**src/rtl/fetch_stage_pkg.sv**
```systemverilog
// Shared core definitions for the fetch front end and the execute-stage
// branch condition generator: redirect codes, fetch FSM states, reset vector.
package fetch_stage_pkg;

  // Redirect code produced by the branch condition generator (6-7 reserved).
  typedef enum logic [2:0] {
    PC_SEQ    = 3'd0,
    PC_JALR   = 3'd1,
    PC_BRANCH = 3'd2,
    PC_JAL    = 3'd3,
    PC_MTVEC  = 3'd4,
    PC_MEPC   = 3'd5
  } pcsrc_t;

  // Fetch FSM: BOOT after reset, RUN while streaming, HOLD while a stalled
  // instruction is parked in the hold buffer.
  typedef enum logic [1:0] {
    FS_BOOT = 2'd0,
    FS_RUN  = 2'd1,
    FS_HOLD = 2'd2
  } fetch_state_t;

  localparam logic [31:0] DEFAULT_RESET_VECTOR = 32'h0000_0000;
  localparam logic [31:0] PC_STEP              = 32'h0000_0004;

endpackage

```
**src/rtl/fetch_stage_pc_next_mux.sv**
```systemverilog
// Combinational next-PC selection and FLUSH decode from the 3-bit redirect code.
// Reserved codes 6-7 fall back to sequential fetch and never flush.
module pc_next_mux
  import fetch_stage_pkg::*;
(
  input  logic [31:0] pc_i,
  input  logic [2:0]  pc_source_i,
  input  logic [31:0] jalr_tgt_i,
  input  logic [31:0] branch_tgt_i,
  input  logic [31:0] jal_tgt_i,
  input  logic [31:0] mtvec_i,
  input  logic [31:0] mepc_i,
  output logic [31:0] next_pc_o,
  output logic        flush_o
);

  // Select the next fetch address; any real redirect also squashes younger stages.
  always_comb begin
    next_pc_o = pc_i + PC_STEP;
    flush_o   = 1'b0;
    case (pcsrc_t'(pc_source_i))
      PC_JALR: begin
        next_pc_o = jalr_tgt_i & 32'hFFFF_FFFE;
        flush_o   = 1'b1;
      end
      PC_BRANCH: begin
        next_pc_o = branch_tgt_i;
        flush_o   = 1'b1;
      end
      PC_JAL: begin
        next_pc_o = jal_tgt_i;
        flush_o   = 1'b1;
      end
      PC_MTVEC: begin
        next_pc_o = mtvec_i;
        flush_o   = 1'b1;
      end
      PC_MEPC: begin
        next_pc_o = mepc_i;
        flush_o   = 1'b1;
      end
      default: begin
        next_pc_o = pc_i + PC_STEP;
        flush_o   = 1'b0;
      end
    endcase
  end

endmodule

```
**src/rtl/fetch_stage.sv**
```systemverilog
// Instruction-fetch front end: PC register (F1) driving a synchronous
// instruction memory, F2 register tracking the returning instruction, a hold
// buffer for stalls, and redirect/squash handling.
// Optional feature: define FETCH_PERF_EN to build the delivered-instruction and
// redirect counters; otherwise FETCH_COUNT/SQUASH_COUNT are tied to zero.
module fetch_stage
  import fetch_stage_pkg::*;
#(
  parameter logic [31:0] RESET_VECTOR = DEFAULT_RESET_VECTOR
) (
  input  logic        CLK,
  input  logic        RST,
  input  logic [2:0]  PC_SOURCE,
  input  logic [31:0] JALR_TGT,
  input  logic [31:0] BRANCH_TGT,
  input  logic [31:0] JAL_TGT,
  input  logic [31:0] MTVEC,
  input  logic [31:0] MEPC,
  input  logic        STALL,
  output logic [31:0] IMEM_ADDR,
  input  logic [31:0] IMEM_RDATA,
  output logic [31:0] IF_PC,
  output logic [31:0] IF_INSTR,
  output logic        IF_VALID,
  output logic        FLUSH,
  output logic [31:0] FETCH_COUNT,
  output logic [31:0] SQUASH_COUNT
);

  fetch_state_t state_q, state_d;
  logic [31:0]  pc_q, pc_d;
  logic [31:0]  f2_pc_q, f2_pc_d;
  logic         f2_valid_q, f2_valid_d;
  logic [31:0]  hold_q, hold_d;
  logic         hold_valid_q, hold_valid_d;

  logic [31:0]  next_pc;
  logic         redirect;
  logic         if_valid;

  pc_next_mux u_pc_next_mux (
    .pc_i         (pc_q),
    .pc_source_i  (PC_SOURCE),
    .jalr_tgt_i   (JALR_TGT),
    .branch_tgt_i (BRANCH_TGT),
    .jal_tgt_i    (JAL_TGT),
    .mtvec_i      (MTVEC),
    .mepc_i       (MEPC),
    .next_pc_o    (next_pc),
    .flush_o      (redirect)
  );

  // Next-state logic: redirect has priority over stall in every state.
  // Leaving HOLD advances F1/F2 on the same edge, because the instruction
  // presented from the hold buffer is delivered in that cycle.
  always_comb begin
    state_d      = state_q;
    pc_d         = pc_q;
    f2_pc_d      = f2_pc_q;
    f2_valid_d   = f2_valid_q;
    hold_d       = hold_q;
    hold_valid_d = hold_valid_q;
    if (redirect) begin
      pc_d         = next_pc;
      f2_valid_d   = 1'b0;
      hold_valid_d = 1'b0;
      state_d      = FS_RUN;
    end else begin
      case (state_q)
        FS_BOOT: begin
          state_d = FS_RUN;
        end
        FS_RUN: begin
          if (!STALL) begin
            pc_d       = next_pc;
            f2_pc_d    = pc_q;
            f2_valid_d = 1'b1;
          end else if (f2_valid_q) begin
            // Memory will re-read the frozen PC next cycle; park the live word.
            hold_d       = IMEM_RDATA;
            hold_valid_d = 1'b1;
            state_d      = FS_HOLD;
          end else begin
            state_d = FS_RUN;
          end
        end
        FS_HOLD: begin
          if (!STALL) begin
            pc_d         = next_pc;
            f2_pc_d      = pc_q;
            f2_valid_d   = 1'b1;
            hold_valid_d = 1'b0;
            state_d      = FS_RUN;
          end else begin
            state_d = FS_HOLD;
          end
        end
        default: begin
          f2_valid_d   = 1'b0;
          hold_valid_d = 1'b0;
          state_d      = FS_BOOT;
        end
      endcase
    end
  end

  // Fetch state registers with asynchronous reset to the boot condition.
  always_ff @(posedge CLK or posedge RST) begin
    if (RST) begin
      state_q      <= FS_BOOT;
      pc_q         <= RESET_VECTOR;
      f2_pc_q      <= 32'h0000_0000;
      f2_valid_q   <= 1'b0;
      hold_q       <= 32'h0000_0000;
      hold_valid_q <= 1'b0;
    end else begin
      state_q      <= state_d;
      pc_q         <= pc_d;
      f2_pc_q      <= f2_pc_d;
      f2_valid_q   <= f2_valid_d;
      hold_q       <= hold_d;
      hold_valid_q <= hold_valid_d;
    end
  end

  assign if_valid  = f2_valid_q & ~redirect;
  assign IMEM_ADDR = pc_q;
  assign IF_PC     = f2_pc_q;
  assign IF_VALID  = if_valid;
  assign FLUSH     = redirect;
  assign IF_INSTR  = ((state_q == FS_HOLD) && hold_valid_q) ? hold_q : IMEM_RDATA;

`ifdef FETCH_PERF_EN
  logic [31:0] fetch_cnt_q, fetch_cnt_d;
  logic [31:0] squash_cnt_q, squash_cnt_d;

  // Counter increments: delivered instructions and redirects, both wrapping.
  always_comb begin
    fetch_cnt_d  = fetch_cnt_q;
    squash_cnt_d = squash_cnt_q;
    if (if_valid && !STALL) begin
      fetch_cnt_d = fetch_cnt_q + 32'd1;
    end else begin
      fetch_cnt_d = fetch_cnt_q;
    end
    if (redirect) begin
      squash_cnt_d = squash_cnt_q + 32'd1;
    end else begin
      squash_cnt_d = squash_cnt_q;
    end
  end

  // Performance counter registers, cleared by reset.
  always_ff @(posedge CLK or posedge RST) begin
    if (RST) begin
      fetch_cnt_q  <= 32'h0000_0000;
      squash_cnt_q <= 32'h0000_0000;
    end else begin
      fetch_cnt_q  <= fetch_cnt_d;
      squash_cnt_q <= squash_cnt_d;
    end
  end

  assign FETCH_COUNT  = fetch_cnt_q;
  assign SQUASH_COUNT = squash_cnt_q;
`else
  assign FETCH_COUNT  = 32'h0000_0000;
  assign SQUASH_COUNT = 32'h0000_0000;
`endif

endmodule

```
**config.mk**
```make
export PLATFORM = sky130hd
export DESIGN_NAME = fetch_stage
export DESIGN_NICKNAME = d
export VERILOG_FILES = /design/src/rtl/fetch_stage_pkg.sv /design/src/rtl/fetch_stage_pc_next_mux.sv /design/src/rtl/fetch_stage.sv
export SDC_FILE = /design/constraint.sdc
export NUM_CORES = 1
export LEC_CHECK = 0
export ABC_AREA = 1
export CORE_MARGIN = 5
export CORE_UTILIZATION = 42
export CTS_BUF_LIST = sky130_fd_sc_hd__clkbuf_2 sky130_fd_sc_hd__clkbuf_4 sky130_fd_sc_hd__clkbuf_8
export CTS_CLUSTER_SIZE = 10
export DETAILED_ROUTE_END_ITERATION = 10
export PLACE_DENSITY = 0.84
export SLEW_MARGIN = 20
export SYNTH_ARGS = -nofsm -noshare
export SYNTH_HDL_FRONTEND = slang
export SYNTH_HIERARCHICAL = 1
export SYNTH_SLANG_ARGS = --single-unit
export TNS_END_PERCENT = 1
```
**constraint.sdc**
```tcl
create_clock -name CLK -period 4.4 [get_ports CLK]
set_clock_uncertainty 0.15 [all_clocks]
set_input_delay 0.66 -clock CLK [delete_from_list [all_inputs] [get_ports CLK]]
set_output_delay 0.66 -clock CLK [all_outputs]
set_load 0.02 [all_outputs]
```
Yosys cells after proc, flatten, opt, wreduce, memory -nomap -nowiden
Index checks and enable logic that the tools add are counted.

Flip-flop bits (word level): 100. Input port bits: 198. Output and inout port bits: 162.

Add/subtract/negate cells: 1. Eq/ne operators: 13. Muxes and demuxes: 19. Bitwise logic cells: 3. Reduce and logical (&&, ||, !) cells: 10.

Operators by type and width (number): 32-bit case mux with 5 select lines (1); 32-bit 2-to-1 mux (4); 32-bit by 3-bit adder with 32-bit output, second input constant (1); 3-bit != test, second input constant (3); 2-bit 2-to-1 mux (4); 4-bit AND reduction (2); 1-bit 2-to-1 mux (7); 3-bit by 2-bit equality test with 1-bit output, second input constant (2); 3-bit equality test, second input constant (2); 2-bit case mux with 3 select lines (1); 5-bit OR reduction (1); 2-bit AND reduction (2); 3-bit by 1-bit equality test with 1-bit output, second input constant (1); 3-bit by 2-bit != test with 1-bit output, second input constant (1); 1-bit case mux with 3 select lines (1); 3-bit AND reduction (1); 2-bit by 1-bit equality test with 1-bit output, second input constant (1); 2-bit equality test, second input constant (1); 2-bit zero test (1); 2-bit by 1-bit != test with 1-bit output, second input constant (1); 2-bit != test, second input constant (1); 1-bit inverter (2); 1-bit case mux with 2 select lines (1); 2-bit nonzero test (1); 3 further kinds (3).

Longest topological paths before layout
Depth after elaboration: 5. Depth in mapped cells: 12. Mapped depth without buffers: 12.

By module
Netlist, hierarchy kept.

Modules (own cells, without submodules): fetch_stage (times used 1, cells each 556, area an instance 4916.0 um^2, seq. area each 2502.4 um^2); pc_next_mux (times used 1, cells each 499, area an instance 2130.8 um^2, seq. area each 0.0 um^2).

Worst setup path before layout
Ideal clock, no wire load.

Kind: reg-to-output. From: reg state_q[0]. To: out IF_INSTR[29]. Arrival time: 1.516 ns. Data required time: 3.590 ns. Setup slack: 2.074 ns. Cell stages (with the launch flop): 6. Cells stage by stage: dfrtp_1 > inv_1 > ha_1 > nand2_1 > clkbuf_1 > o21ai_0.

Word-level cells in the longest chain between the ends: 3.

Ends and longest elaborated chain: from (decl) (line fetch_stage.sv:30) `fetch_state_t state_q, state_d;`; from (signal assigned) (line fetch_stage.sv:117) `state_q <= state_d;`; 2-bit equality test (line fetch_stage.sv:131) `assign IF_INSTR = ((state_q == FS_HOLD) && hold_valid_q) ? hold_q : IMEM_RDATA;`; 1-bit logical AND (line fetch_stage.sv:131); 32-bit 2-to-1 mux (line fetch_stage.sv:131); to (decl) (line fetch_stage.sv:23) `output logic [31:0] IF_INSTR,`.

No other way between the ends.

Final worst setup path
From: in PC_SOURCE[2]. To: out IF_VALID.

Word-level cells in the longest chain between the ends: 5. Elaborated cells on any way between the ends: 9.

Ends and longest elaborated chain: from (decl) (line fetch_stage.sv:13) `input logic [2:0] PC_SOURCE,`; 3-bit by 1-bit equality test with 1-bit output (tied with other cells) (line fetch_stage_pc_next_mux.sv:21) `case (pcsrc_t'(pc_source_i))`; 5-bit OR reduction (no source line) *; 1-bit 2-to-1 mux * (line fetch_stage_pc_next_mux.sv:21); 1-bit inverter (no source line) *; 1-bit AND * (line fetch_stage.sv:126) `assign if_valid = f2_valid_q & ~redirect;`; to (decl) (line fetch_stage.sv:24) `output logic IF_VALID,`.

Mark *: on every way between the ends. The rest lies on a longest branch, timed or not.

==> flow_summary.yaml <==
timing:
  maxSlewViolCount: 0
  clock.fmax_mhz: 295
  worst_slack_ns: 1.01
  tns_ns: 0
  timing.final.hold_violations: 0
  period_minus_slack_ns: 3.39
  worstMarginPinSlew_ns: 0.802
  rsz0062_at_grt: "false"
  post-route-period-util_pct: 77.0
  setup_viol_count_final: 0
  slew-limit-headroom_pct: 46.6
worst_setup_path:
  critPathLaunchType: "input port"
  crit_start: "PC_SOURCE[2]"
  cp_max_fo: 11
  r2r-start: "IMEM_ADDR[2]$_DFFE_PP0P_"
  path_class: "input port to output pin"
  arrival_ns: 2.58
  worst_setup_path_end_kind: "output pin"
  critical_path_required_ns: 3.59
logic_synthesis:
  synth_area_leaders: "dfrtp_1 (36%), nand2_1 (20%), buf_4 (7.1%)"
  syn-cell-area_mm2: 0.00705
  synth-seq-cells: 100
  yosysUniqueCellTypes: 32
  synth_top_area_share_pct: 35.5
  synth_edf_count: 0
  async_flop_share_pct: 100
  yosysSeqAreaShare_pct: 35.5
  syn_avg_cell_area_um2: 6.68
  yosysMostFrequentCell: "nand2_1"
  synthCells: 1055
  synth_commonest_cells: "nand2_1 (384), inv_1 (111), nor2_1 (101)"
  yosysWarnings: 6
  synth_flop_cell: "dfrtp_1"
  yosysTopAreaCell: "dfrtp_1"
clock_network:
  cts_max_path_buffers: 2
  cts_root_buf: "clkbuf_8"
  numCtsBuffers: 9
  cts-resized-gates: 0
  cts_sinks: 100
  postCtsHoldBufs: 0
  worstSkewPairLatency_ns: 0.39
  post-cts-setup-buffers: 0
  clk_pin_slew_worst_paths_ns: 0.10
  cts_tree: "built"
  htree_levels: 3
drt:
  detail-route-antenna-nets: 0
  vias: 7438
  drc: 0
  wl_per_cell_um: 15.6
  routed_wirelength_mm: 24.2
  vias_per_cell: 4.79
  drtPass1Iterations: 5
  drtIter0Drc: 443
power:
  netSwitchingFraction_pct: 43.7
  p_leak_nw: 4.82
  ir_drop_mv: 0.279
  internal_power_mw: 2.62
  p_clk_share_pct: 13.7
  powerDensity_mw_per_mm2: 467
  switching_power_mw: 2.03
  power_frac_comb_pct: 50.7
  power_frac_seq_pct: 35.7
global_routing:
  grt_pass1_wl_mm: 36.7
  globalRouteTotalUtil_pct: 23.7
  antenna_found_initial: 5
  overflow: 0
  grt_pass1_vias: 6863
  grt_max_degree: 65
floorplanning:
  die-area_mm2: 0.0195
  io_pins: 360
  coreArea_mm2: 0.0165
  start_util_pct: 42.6
  die_w_um: 140
  row_count: 47
  die_height_um: 140
placed_design:
  place_inst: 1532
  routabilityCongestion: 0.943
  dpl_worst_slack_ns: 1.01
  portBuffers: 294
  place_hpwl_mm: 19.4
flow_run:
  cap_violations: 0
layout:
  fin_nets: 1527
  fin_cells: 1553
  flow.area_growth_from_synthesis_pct: 41.6
  finish.utilization_pct: 60.4
  final_layout_size_suffix_gt1_share_pct: 4.82
hold_path:
  hp-start: "hold_valid_q$_DFFE_PP0P_"
  hp-class: "register to register"
run_status:
  run_status: "finished clean"
## worst paths after layout
| kind | endpoint | slack (ns) | depth (start not counted) |
|---|---|---|---|
| worst min-delay path | hold_valid_q$_DFFE_PP0P_ | 0.33 | 2 |
| worst min register to register | hold_valid_q$_DFFE_PP0P_ | 0.33 | 2 |
| worst max register to register | IMEM_ADDR[22]$_DFFE_PP0P_ | 2.19 | 11 |
| worst max-delay path | IF_VALID | 1.01 | 6 |
| max in group asynchronous | IF_PC[16]$_DFFE_PP0P_ | 2.45 | 3 |
| min in group asynchronous | hold_q[10]$_DFFE_PP0P_ | 0.60 | 2 |
## critical path: stages
cell	delay, ns
clkdlybuf4s50_1	0.50
inv_1	0.09
nand3_2	0.14
nand3_2	0.32
nor2_1	0.22
clkdlybuf4s50_1	0.63
## kinds of logic (layout without fill, tap and decap cells)
logic type / Yosys count / count (layout) / synth area share, %
buffers and inverters: 224 / 434 / 17.5
AND/OR/NAND/NOR: 559 / 559 / 32.2
XOR/XNOR: 9 / 9 / 1.12
flip-flops: 100 / 100 / 35.5
AO/OA/AOI/OAI: 156 / 156 / 12.6
other: 1 / 69 / 0.0532
adder cells (fa/ha/maj): 6 / 6 / 1.07
## power groups by stage
stage / combinational (mW) / sequential [mW] / clock, mW
after floorplan: 1.11 / 1.91 / 0
after global placement: 2.32 / 1.66 / 0
after detailed placement: 2.37 / 1.67 / 0
after CTS: 2.38 / 1.66 / 0.657
after global routing: 2.58 / 1.71 / 0.697
final: 2.36 / 1.66 / 0.637
## through the flow
stage	power, mW	area, um^2	hold slack (ns)
after floorplan	3.02	7280	0.292
after global placement	3.98	9760	0.307
after detailed placement	4.04	9760	0.314
after CTS	4.69	9970	0.339
after global routing	4.99	9980	0.370
final	4.66	9980	0.334
## registers in the layout (all words and copies together) (netlist names)
signal        cells
IF_PC            32
f2_valid_q        1
hold_valid_q      1
hold_q           32
state_q           2
IMEM_ADDR        32
## cells in the final DEF, fill, tap and decap left out, types with 17 or more instances in the layout
cell             count
o21ai_0             61
nor2_1             100
inv_1              110
dfrtp_1            100
nand3_1             39
conb_1              64
a21oi_1             44
nand2_1            384
nand4_1             17
o21ai_2             23
clkdlybuf4s50_1    294
o21ai_1             22
## routing by layer
metal / global-route usage, % / wire, um / part of all wire, % / vias up
met1: 27.8 / 9490 / 39 / 3383
met5: 0 / 0 / 0 / -
met2: 41.1 / 12000 / 49 / 325
li1: - / - / - / 3697
met3: 6.69 / 2210 / 9.1 / 33
met4: 9.38 / 590 / 2.4 / 0
## final cells by class
cell class,count,area [um^2]
clock inverter,6,70.1
clock buffer,10,138
fill,1567,6550
timing repair buffer,299,2980
antenna,5,12.5
tap,220,275
inverter,119,449
multi-input combinational,794,3550
sequential,100,2500
Note: power is estimated with default switching activity, not from simulation.
==> RTL edit 1 (config.mk and constraints unchanged) <==
Build with the macro `FETCH_PERF_EN` defined.
--- a/src/rtl/fetch_stage.sv
+++ b/src/rtl/fetch_stage.sv
@@ -3,6 +3,8 @@
 // buffer for stalls, and redirect/squash handling.
 // Optional feature: define FETCH_PERF_EN to build the delivered-instruction and
 // redirect counters; otherwise FETCH_COUNT/SQUASH_COUNT are tied to zero.
+`define FETCH_PERF_EN
+
 module fetch_stage
   import fetch_stage_pkg::*;
 #(
Formal check against the unedited RTL: not equivalent (a bounded check fails within 4 cycles, from zero or initial values and one cycle with RST high).
==> RTL edit 1 against the original RTL <==
Combinational power increased by 4%; non-clock buffer count grew 66; sequential cell count up 64; routed wire length grew 51%; design area up 42%; largest power group unchanged; synthesized area grew 40%; global-route usage rose by 3.5 points; setup slack worse by 0.43 ns; power is 28% higher.
==> RTL edit 1: results (changes against the original RTL) <==
Clock tree
  – H-tree levels: 4 (was 3)
  – Worst-skew pair later-pin latency: 0.47 ns (was 0.39 ns)
  – TritonCTS Buffers: 17 (was 9)

Placement
  – DP Worst Slack: 0.467 ns (was 1.01 ns)
  – Placed Cells incl. Taps: 2070 (was 1532)
  – HPWL Detailed: 29000 um (was 19400 um)

Status
  – Status: completed (unchanged)

Critical path
  – Worst setup path startpoint: state_q[0] (was PC_SOURCE[2])
  – WP data arrival: 3.00 ns (was 2.58 ns)
  – Largest fanout on the critical path: 64 (was 11)
  – Reg2reg setup slack: 2.14 ns (was 2.19 ns)

Logic synthesis
  – Synth Instances: 1430 (was 1055)
  – Distinct cells, synth: 35 (was 32)
  – Commonest cells in the netlist: nand2_1 (526), dfrtp_1 (164), nor2_1 (158), inv_1 (155), o21ai_0 (108) (was nand2_1 (384), inv_1 (111), nor2_1 (101), dfrtp_1 (100), buf_4 (67))
  – Area contributors post-synth: dfrtp_1 (42%), nand2_1 (20%), nor2_1 (6.0%) (was dfrtp_1 (36%), nand2_1 (20%), buf_4 (7.1%))
  – Register area share after synthesis: 41.5% (was 35.5%)

Final layout
  – Nets@finish: 1976 (was 1527)
  – Layout cell share with drive strength beyond 1: 5.10% (was 4.82%)

Power
  – Sw Share: 41.3% (was 43.7%)
  – Total internal power: 0.00350 W (was 0.00262 W)
  – P_seq: 0.00236 W (was 0.00166 W)
  – Leakage: 6.51 nW (was 4.82 nW)

Routing
  – Via count: 10632 (was 7438)
  – DR iter-0 viols: 882 (was 443)
  – Vias per cell: 5.04 (was 4.79)

GRT
  – Largest net degree at the start of global routing: 165 (was 65)
  – Vias in the first global route: 10430 (was 6863)
  – First-pass GRT wire length: 56500 um (was 36700 um)
  – Initial antenna violation count: 7 (was 5)

Worst hold path
  – Hold_sp: IF_PC[11] (was hold_valid_q)
-- RTL edit 1: cell count changes after synthesis, moves of 11 or more --
cell and delta:
inv_1 +44, nand4_1 +15, o21ai_2 -23, o21ai_1 -20
nand2_1 +142, o21ai_0 +47, nand3_1 +28, xnor2_1 +17
xor2_1 +21, nor2_2 +11, dfrtp_1 +64, buf_6 -13
buf_4 -66, nor2_1 +57
-- RTL edit 1: worst min-delay path by stage --
stage               cells after the start  slack (ns)      endpoint
finish                                  2        0.35     IF_PC[11]
global route                            2        0.37     IF_PC[15]
CTS                                     2        0.35      IF_PC[9]
detailed placement                      2        0.32      IF_PC[9]
global placement                        2        0.32     IF_PC[11]
floorplan                               2        0.30  hold_valid_q
-- RTL edit 1: layout make-up --
type / count / area share, %
Antenna cell: 8 / 0.141
Multi-Input combinational cell: 1061 / 35.0
Clock buffer: 17 / 1.65
Sequential cell: 164 / 28.9
Timing Repair Buffer: 365 / 25.8
Tap cell: 319 / 2.81
Clock inverter: 15 / 1.28
Inverter: 161 / 4.31
-- RTL edit 1: logic make-up after synthesis --
| family | count (synthesis) | share of synthesized area (%) |
|---|---|---|
| AOI/OAI and AO/OA | 160 | 8.31 |
| adders and majority gates | 8 | 1.01 |
| buffers and inverters | 205 | 8.41 |
| xor gates and xnor gates | 47 | 4.17 |
| and+or+nand+nor | 846 | 36.6 |
| DFF | 164 | 41.5 |
-- RTL edit 1: routing by layer --
metal	wire length, um	track usage (%)	vias up
li1	-	-	5164
met1	14100	32.1	4948
met2	18600	47.2	457
met3	2970	6.74	63
met4	1060	11.6	0
met5	0	0	-
-- RTL edit 1: worst max-delay path, stage by stage (launching register included) --
cell	delay, ns
dfrtp_1	0.41
inv_1	0.13
ha_1	0.20
nand2_2	0.55
o21ai_0	0.56
clkdlybuf4s50_1	0.68
==> RTL edit 2 (same settings) <==
Made on the original files. Re-encode `fetch_state_t` (3 states) as one-hot, 3 bits wide.
--- a/src/rtl/fetch_stage_pkg.sv
+++ b/src/rtl/fetch_stage_pkg.sv
@@ -14,10 +14,10 @@
 
   // Fetch FSM: BOOT after reset, RUN while streaming, HOLD while a stalled
   // instruction is parked in the hold buffer.
-  typedef enum logic [1:0] {
-    FS_BOOT = 2'd0,
-    FS_RUN  = 2'd1,
-    FS_HOLD = 2'd2
+  typedef enum logic [2:0] {
+    FS_BOOT = 3'b001,
+    FS_RUN  = 3'b010,
+    FS_HOLD = 3'b100
   } fetch_state_t;
 
   localparam logic [31:0] DEFAULT_RESET_VECTOR = 32'h0000_0000;
Function: no difference found for any inputs over 4 cycles, from zero or initial values and one cycle with RST high; so few cycles prove little.
==> RTL edit 2 against the original RTL <==
Synthesized area up 0.73%; highest routed layer unchanged; via count is 0.15% lower; design area is 0.83% higher; routed wire length shrank 1.6%; setup slack worse by 0.11 ns; global-route usage decreased by 0.97 points; critical endpoint is now IF_INSTR[1]; critical path type is now register to output port; power up 1.5%; sequential cell count up 1.
==> RTL edit 2: results (changes against the original RTL) <==
GRT
  – Largest net degree at the start of global routing: 69 (was 65)
  – First-pass GRT wire length: 35900 um (was 36700 um)
  – Vias in the first global route: 6717 (was 6863)

Power
  – Clock group share of total power: 11.6% (was 13.7%)
  – Leakage: 4.75 nW (was 4.82 nW)
  – Flop pwr share: 36.5% (was 35.7%)
  – Sw Pwr: 0.00207 W (was 0.00203 W)
  – Total internal power: 0.00265 W (was 0.00262 W)

Placement
  – DP Area: 9880 um2 (was 9760 um2)
  – Placed Cells incl. Taps: 1538 (was 1532)
  – HPWL Detailed: 19300 um (was 19400 um)
  – Placer Congestion: 0.908 (was 0.943)

Final layout
  – Finished Layout Cells: 1554 (was 1553)
  – Layout cell share with drive strength beyond 1: 7.05% (was 4.82%)
  – Nets@finish: 1528 (was 1527)

STA
  – Tightest Pin Transition: 0.841 ns (was 0.802 ns)

Logic synthesis
  – Distinct cells, synth: 34 (was 32)
  – Area contributors post-synth: dfrtp_1 (35%), nand2_1 (22%), buf_4 (7.3%) (was dfrtp_1 (36%), nand2_1 (20%), buf_4 (7.1%))
  – Synth Area in Adders: 0.176% (was 1.07%)
  – Synth Instances: 1058 (was 1055)
  – Commonest cells in the netlist: nand2_1 (415), inv_1 (112), dfrtp_1 (100), nor2_1 (75), buf_4 (69) (was nand2_1 (384), inv_1 (111), nor2_1 (101), dfrtp_1 (100), buf_4 (67))
  – Compound-Gate Fraction of Synth Area: 13.6% (was 12.6%)

Routing
  – Avg WL per Cell: 15.4 um (was 15.6 um)
  – Vias per cell: 4.78 (was 4.79)

Critical path
  – Largest fanout on the critical path: 39 (was 11)
  – Reg2reg path depth: 7 (was 11)
  – WP data arrival: 2.69 ns (was 2.58 ns)

Status
  – Status: completed (unchanged)

Clock tree
  – Worst-skew pair later-pin latency: 0.37 ns (was 0.39 ns)
-- RTL edit 2: final timing paths --
check                           start     endpoint  slack (ns)
setup / recovery           state_q[1]  IF_INSTR[1]        0.90
hold / removal             hold_q[22]   hold_q[22]        0.34
setup reg to reg           state_q[1]    IF_PC[29]        2.19
hold reg to reg            hold_q[22]   hold_q[22]        0.34
max in group asynchronous         RST   state_q[0]        2.58
min in group asynchronous         RST   hold_q[31]        0.66
-- RTL edit 2: cell type report --
| class | count | area share [%] |
|---|---|---|
| inverters | 120 | 4.50 |
| repair buffers | 303 | 30.0 |
| multi-input cells | 794 | 35.8 |
| clock buffers | 10 | 1.37 |
| well taps | 220 | 2.74 |
| flip-flops and latches | 101 | 25.1 |
| diodes | 1 | 0.0249 |
| clock inverters | 5 | 0.348 |
-- RTL edit 2: layer usage --
layer	global-route usage, %	up-vias	share of wire [%]
li1	-	3693	-
met1	28.0	3384	40
met2	40.0	314	49
met3	4.33	36	8.0
met4	7.80	0	2.7
met5	0	-	0
